<file path="src/rtl/serial_adder_ctrl.sv">
// serial_adder_ctrl: bit-serial WIDTH-bit adder, LSB first, one bit per clock.
// A single 1-bit slice (two half adders plus an OR for the carry) is reused for every bit.
// Handshake: start/busy/done. sum/cout are held stable between operations.
// Optional macro SERIAL_ADDER_OVF_EN adds a registered signed-overflow output, ovf.
module serial_adder_ctrl #(
   parameter int unsigned WIDTH = 8
) (
   input  logic             clk,
   input  logic             rst,
   input  logic             start,
   input  logic [WIDTH-1:0] a,
   input  logic [WIDTH-1:0] b,
   output logic             busy,
   output logic             done,
   output logic [WIDTH-1:0] sum,
   output logic             cout
`ifdef SERIAL_ADDER_OVF_EN
   ,
   output logic             ovf
`endif
);

   localparam int unsigned CNT_W = $clog2(WIDTH) + 1;

   typedef enum logic {
      ST_IDLE = 1'b0,
      ST_RUN  = 1'b1
   } state_t;

   state_t             state_q;
   logic [WIDTH-1:0]   a_sr_q;
   logic [WIDTH-1:0]   b_sr_q;
   logic [WIDTH-1:0]   part_q;
   logic [WIDTH-1:0]   part_d;
   logic               carry_q;
   logic               carry_d;
   logic [CNT_W-1:0]   cnt_q;
   logic               busy_q;
   logic               done_q;
   logic [WIDTH-1:0]   sum_q;
   logic               cout_q;
   logic               ha1_s;
   logic               ha1_c;
   logic               ha2_s;
   logic               ha2_c;
   logic               last_bit;
`ifdef SERIAL_ADDER_OVF_EN
   logic               ovf_q;
`endif

   // Shared 1-bit adder slice: two half adders, carries merged with an OR.
   assign ha1_s    = a_sr_q[0] ^ b_sr_q[0];
   assign ha1_c    = a_sr_q[0] & b_sr_q[0];
   assign ha2_s    = ha1_s ^ carry_q;
   assign ha2_c    = ha1_s & carry_q;
   assign carry_d  = ha1_c | ha2_c;
   assign part_d   = {ha2_s, part_q[WIDTH-1:1]};
   assign last_bit = (cnt_q == CNT_W'(WIDTH - 1));

   // Control FSM and serial datapath: load on accepted start, one bit per RUN cycle.
   always_ff @(posedge clk or posedge rst) begin
      if (rst) begin
         state_q <= ST_IDLE;
         a_sr_q  <= '0;
         b_sr_q  <= '0;
         part_q  <= '0;
         carry_q <= 1'b0;
         cnt_q   <= '0;
         busy_q  <= 1'b0;
         done_q  <= 1'b0;
         sum_q   <= '0;
         cout_q  <= 1'b0;
`ifdef SERIAL_ADDER_OVF_EN
         ovf_q   <= 1'b0;
`endif
      end else begin
         done_q <= 1'b0;
         case (state_q)
            ST_IDLE: begin
               if (start) begin
                  a_sr_q  <= a;
                  b_sr_q  <= b;
                  part_q  <= '0;
                  carry_q <= 1'b0;
                  cnt_q   <= '0;
                  busy_q  <= 1'b1;
                  state_q <= ST_RUN;
               end
            end
            ST_RUN: begin
               a_sr_q  <= a_sr_q >> 1;
               b_sr_q  <= b_sr_q >> 1;
               part_q  <= part_d;
               carry_q <= carry_d;
               cnt_q   <= cnt_q + CNT_W'(1);
               if (last_bit) begin
                  // carry_q here is the carry into the MSB, carry_d the carry out of it
                  sum_q   <= part_d;
                  cout_q  <= carry_d;
`ifdef SERIAL_ADDER_OVF_EN
                  ovf_q   <= carry_q ^ carry_d;
`endif
                  busy_q  <= 1'b0;
                  done_q  <= 1'b1;
                  state_q <= ST_IDLE;
               end
            end
            default: state_q <= ST_IDLE;
         endcase
      end
   end

   assign busy = busy_q;
   assign done = done_q;
   assign sum  = sum_q;
   assign cout = cout_q;
`ifdef SERIAL_ADDER_OVF_EN
   assign ovf  = ovf_q;
`endif

endmodule

</file>
<file path="config.mk">
export PLATFORM = sky130hd
export DESIGN_NAME = serial_adder_ctrl
export DESIGN_NICKNAME = d
export VERILOG_FILES = /design/src/rtl/serial_adder_ctrl.sv
export SDC_FILE = /design/constraint.sdc
export NUM_CORES = 1
export LEC_CHECK = 0
export BUFFER_PORTS_ARGS = -buffer_cell sky130_fd_sc_hd__clkbuf_2
export CAP_MARGIN = 10
export CORE_MARGIN = 2
export CORE_UTILIZATION = 56
export CTS_CLUSTER_DIAMETER = 200
export DETAILED_ROUTE_END_ITERATION = 10
export GPL_TIMING_DRIVEN = 0
export HOLD_SLACK_MARGIN = 0.15
export PLACE_DENSITY = 0.8
export SETUP_SLACK_MARGIN = 0.2
export SLEW_MARGIN = 20
export SYNTH_ARGS = -nofsm -noshare
export SYNTH_HDL_FRONTEND = slang
export SYNTH_SLANG_ARGS = --single-unit
export TNS_END_PERCENT = 50
</file>
<file path="constraint.sdc">
create_clock -name clk -period 2.7 [get_ports clk]
set_clock_uncertainty 0.1 [all_clocks]
set_input_delay 0.54 -clock clk [delete_from_list [all_inputs] [get_ports clk]]
set_output_delay 0.54 -clock clk [all_outputs]
set_load 0.02 [all_outputs]
</file>
After elaboration in Yosys (flattened, before gate mapping)
Index checks and enable logic that the tools add are counted.
{"block": "word_totals", "out_inout_bits": 11, "ff_bits": 41, "wordCells": 40, "inputBits": 19}
{"block": "op_classes", "n_reduce_logical": 2, "bitwise_logic": 6, "n_addsub": 1, "muxes": 18, "eq_ne": 3}
{"op": "8-bit one-hot mux with 2 select lines", "count": 3}
{"op": "8-bit two-way mux", "count": 3}
{"op": "4-bit one-hot mux with 2 select lines", "count": 1}
{"op": "1-bit two-way mux", "count": 7}
{"op": "1-bit one-hot mux with 2 select lines", "count": 3}
{"op": "4-bit by 1-bit adder with 4-bit output (second input constant)", "count": 1}
{"op": "4-bit by 3-bit == test with 1-bit output (second input constant)", "count": 1}
{"op": "4-bit two-way mux", "count": 1}
{"op": "2-bit AND reduction", "count": 2}
{"op": "1-bit bitwise AND", "count": 2}
{"op": "2-bit by 1-bit != test with 1-bit output (second input constant)", "count": 1}
{"op": "2-bit != test (second input constant)", "count": 1}
{"op": "1-bit XOR", "count": 2}
{"op": "1-bit NOT", "count": 1}
{"op": "1-bit OR", "count": 1}

Depth between registers and ports, before layout
{"block": "logic_depth", "depth_word": 4, "depth_mapped": 5}

Least setup slack after synthesis
No wires, ideal clock.
{"block": "synth_path", "path_type": "flip-flop to flip-flop", "start": "register cnt_q[0]", "end": "register cout_q (netlist: cout)", "path_slack_ps": 1297, "path_stages_with_launch": 5, "required_time_ps": 2475, "arrival_time_ps": 1178, "path_buffers": 1, "cell_sequence": "dfrtp_1 ha_1 nand4b_2 buf_6 mux2_4"}
{"block": "synth_between", "elab_chain_cells": 2}
{"item": "start: declaration", "line_no": "37", "rtl": "logic [CNT_W-1:0] cnt_q;"}
{"item": "start signal: assignment", "line_no": "95", "rtl": "cnt_q <= cnt_q + CNT_W'(1);"}
{"item": "4-bit by 3-bit == test with 1-bit output", "line_no": "58", "rtl": "assign last_bit = (cnt_q == CNT_W'(WIDTH - 1));"}
{"item": "2-bit AND reduction (no source line)"}
{"item": "end signal: assignment", "line_no": "99", "rtl": "cout_q <= carry_d;"}
{"item": "end: declaration", "line_no": "41", "rtl": "logic cout_q;"}
Every way passes these cells.
A chain may end at the register's enable or synchronous reset.

Worst setup path in the final report
{"block": "layout_path", "start": "register sum_q[5] (netlist: sum[5])", "end": "output sum[5]"}
{"item": "start: declaration", "line_no": "40", "rtl": "logic [WIDTH-1:0] sum_q;"}
{"item": "start signal: assignment", "line_no": "98", "rtl": "sum_q <= part_d;"}
{"item": "end: declaration", "line_no": "15", "rtl": "output logic [WIDTH-1:0] sum,"}
No word-level cell between the ends.

==> results.py <==
metrics = {
    "worst_setup_path": {
        "critical-path-top-delay-family": "flip-flops",
        "critPathBufInv": 1,
        "worstPathRequired_ps": 2060,
        "r2r_slack_ps": 1210,
        "crit_fanout": 2,
        "path_class": "flop to primary output",
        "worstPathCellList": "clkbuf_2",
        "arrival_ps": 920,
        "cp-end-kind": "primary output",
        "max_stage_delay_ps": 410,
        "critPathSlowestCell": "dfrtp_1",
        "cp-start-kind": "flop",
    },
    "status": {
        "outcome": "completed",
    },
    "floorplan": {
        "rows": 20,
        "die_h_um": 59.8,
        "die_x_um": 59.8,
        "core_area_um2": 3000,
        "io_pins": 30,
        "dieArea_um2": 3580,
        "start_util": 0.581,
    },
    "global_route": {
        "grt_pass1_wl_um": 5360,
        "grt.total_usage": 0.205,
        "grt_antenna_before_repair": 0,
        "grt_max_degree": 22,
        "grt_pass1_vias": 1200,
        "grt-ovfl-total": 0,
    },
    "route": {
        "initialDrtViolationCount": 26,
        "wirelength_um": 3050,
        "vias": 1166,
        "wl_met2_um": 1530,
        "ant_nets": 0,
        "vias_per_cell": 5.35,
        "highest_layer": "met4",
        "first_pass_iters": 4,
        "drcViolationCount": 0,
        "routedWlPerCell_um": 14.0,
        "wl_met1_um": 1350,
        "wl_met3_um": 121,
    },
    "sta": {
        "hold_viol_final": 0,
        "max_freq_mhz": 639,
        "rsz0062_at_grt": "false",
        "tightest_slew_ps": 462,
        "fin_ws_ps": 1140,
        "setup_violations": 0,
        "post-route-period-util": 0.579,
        "relSlewSlack": 0.692,
        "timing.setup.tns_ps": 0,
        "final_max_slew_viol_count": 0,
        "period_needed_ps": 1560,
        "finalHoldWorstSlack_ps": 336,
    },
    "placement": {
        "portBuffers": 28,
        "dp_slack_ps": 1220,
        "place_congestion": 0.704,
        "dpl.hpwl_um": 2210,
    },
    "cts": {
        "clkSinkCount": 40,
        "cts_tree": "done",
        "cts.repair.resized": 0,
        "htreeDepth": 2,
        "root_buffer": "clkbuf_4",
        "clk_pin_slew_ps": 110,
        "clk_path_buf_depth": 2,
        "cts_buffers": 5,
        "clk_latency_ps": 350,
    },
    "synth": {
        "ys_seq_elements": 40,
        "syn_area_um2": 1750,
        "yosysSeqAreaShare": 0.573,
        "synth.avg_cell_area_um2": 11.9,
        "yosysUniqueCellTypes": 22,
        "synth_nets": 168,
        "synth_warnings": 0,
        "netlist_instances": 147,
    },
    "power_and_ir_drop": {
        "ir_worst_vdd_mv": 0.625,
        "power_density_nw_per_um2": 1030,
        "leakagePower_uw": 0.00107,
    },
    "finish": {
        "final-seq-area_um2": 1000,
        "diodes": 0,
        "area_growth_pct": 16.1,
        "multi_input_area_um2": 671,
        "drive_gt1_frac": 0.308,
        "layout.nets": 205,
        "nFillCells": 245,
    },
    "worst_hold_path": {
        "hp-class": "input port to flop",
    },
    "run": {
        "cap_viol_max_count": 0,
    },
}
==> placed cells by master (no fill, tap or decap), drive strengths merged <==
| master | count |
|---|---|
| nand3 | 1 |
| o21ai | 23 |
| nand4b | 1 |
| a22o | 2 |
| buf | 10 |
| clkbuf | 35 |
| xor2 | 1 |
| nand4 | 1 |
| dfrtp | 40 |
| nand2 | 24 |
| clkinv | 2 |
| mux2i | 17 |
| nor2 | 4 |
| dlygate4sd3 | 1 |
| ha | 1 |
| nand2b | 9 |
| or2b | 1 |
| fa | 1 |
| inv | 2 |
| mux2 | 9 |
==> worst min-delay path, delay by kind of cell <==
| kind | cells | cell delay (ps) |
|---|---|---|
| buffers and inverters | 1 | 80 |
| muxes | 1 | 60 |
| and+or+nand+nor | 1 | 80 |
==> metrics by stage <==
step / std cells / power, uW / cell area, um^2 / utilization
3_3_place_gp: 208 / 1730 / 1930 / 0.642
2_1_floorplan: 147 / 1550 / 1750 / -
6_report: 218 / 2080 / 2030 / 0.675
3_5_place_dp: 209 / 1780 / 1950 / 0.651
4_1_cts: 218 / 2100 / 2030 / 0.675
5_1_grt: 218 / 2250 / 2030 / 0.675
==> flip-flops by register name, indices dropped and copies added (netlist names) <==
name     cells
b_sr_q       8
a_sr_q       8
state_q      1
cnt_q        4
busy         1
part_q       7
sum          8
cout         1
done         1
carry_q      1
==> cells by family (layout without fill, tap and decap cells) <==
group,after synthesis,after routing,share of synthesized area
buffers and inverters,12,50,0.0423
xor gates and xnor gates,1,1,0.00502
DFF,40,40,0.573
AOI/OAI and AO/OA,25,25,0.0760
adders and majority gates,2,2,0.0186
and+or+nand+nor,41,41,0.112
muxes,26,26,0.173
==> power by group <==
group | internal [uW] | total (uW) | switching (uW)
Sequential | 831 | 978 | 147
Combinational | 369 | 786 | 417
Clock | 124 | 316 | 192
==> final cells by class <==
type | count | area share
multi-input combinational | 95 | 0.331
tap | 33 | 0.0204
sequential | 40 | 0.494
clock buffer | 6 | 0.0253
buffer | 10 | 0.0327
timing repair buffer | 30 | 0.0877
inverter | 2 | 0.00371
clock inverter | 2 | 0.00494
==> routing by layer <==
metal / vias to the layer above / global-route usage
met5: - / 0
met4: 0 / 0.0889
met3: 6 / 0.0584
met2: 24 / 0.323
met1: 570 / 0.264
li1: 566 / -
==> path summary, 6_finish.rpt <==
path                       startpoint   endpoint  cells after the start
hold / removal                   a[7]  a_sr_q[7]                      3
setup reg to reg             cnt_q[0]     sum[5]                      4
setup / recovery               sum[5]     sum[5]                      1
min in group asynchronous         rst  b_sr_q[5]                      3
hold reg to reg             b_sr_q[6]  b_sr_q[5]                      2
max in group asynchronous         rst  a_sr_q[3]                      4
==> Yosys cell counts <==
| cell type | count | area, um^2 |
|---|---|---|
| mux2_2 | 1 | 11.3 |
| nand4_1 | 1 | 6.26 |
| o21ai_1 | 1 | 5.00 |
| or2b_1 | 1 | 7.51 |
| clkbuf_1 | 1 | 3.75 |
| xor2_1 | 1 | 8.76 |
| o21ai_0 | 22 | 110 |
| buf_4 | 2 | 15.0 |
| mux2i_1 | 17 | 170 |
| nor2_1 | 4 | 15.0 |
| a22o_1 | 2 | 17.5 |
| nand2b_1 | 9 | 56.3 |
| mux2_4 | 8 | 120 |
| fa_1 | 1 | 20.0 |
| buf_2 | 5 | 25.0 |
| nand2_1 | 24 | 90.1 |
| buf_6 | 2 | 22.5 |
| inv_1 | 2 | 7.51 |
| nand4b_2 | 1 | 15.0 |
| dfrtp_1 | 40 | 1000 |
| ha_1 | 1 | 12.5 |
| nand3_1 | 1 | 5.00 |
==> what timing repair did <==
item | in CTS | in global routing
hold buffers | 1 | 0
setup buffers | 0 | 0
endpoints found under the hold margin | 19 | 0
Power figures use the tool's default switching activity.
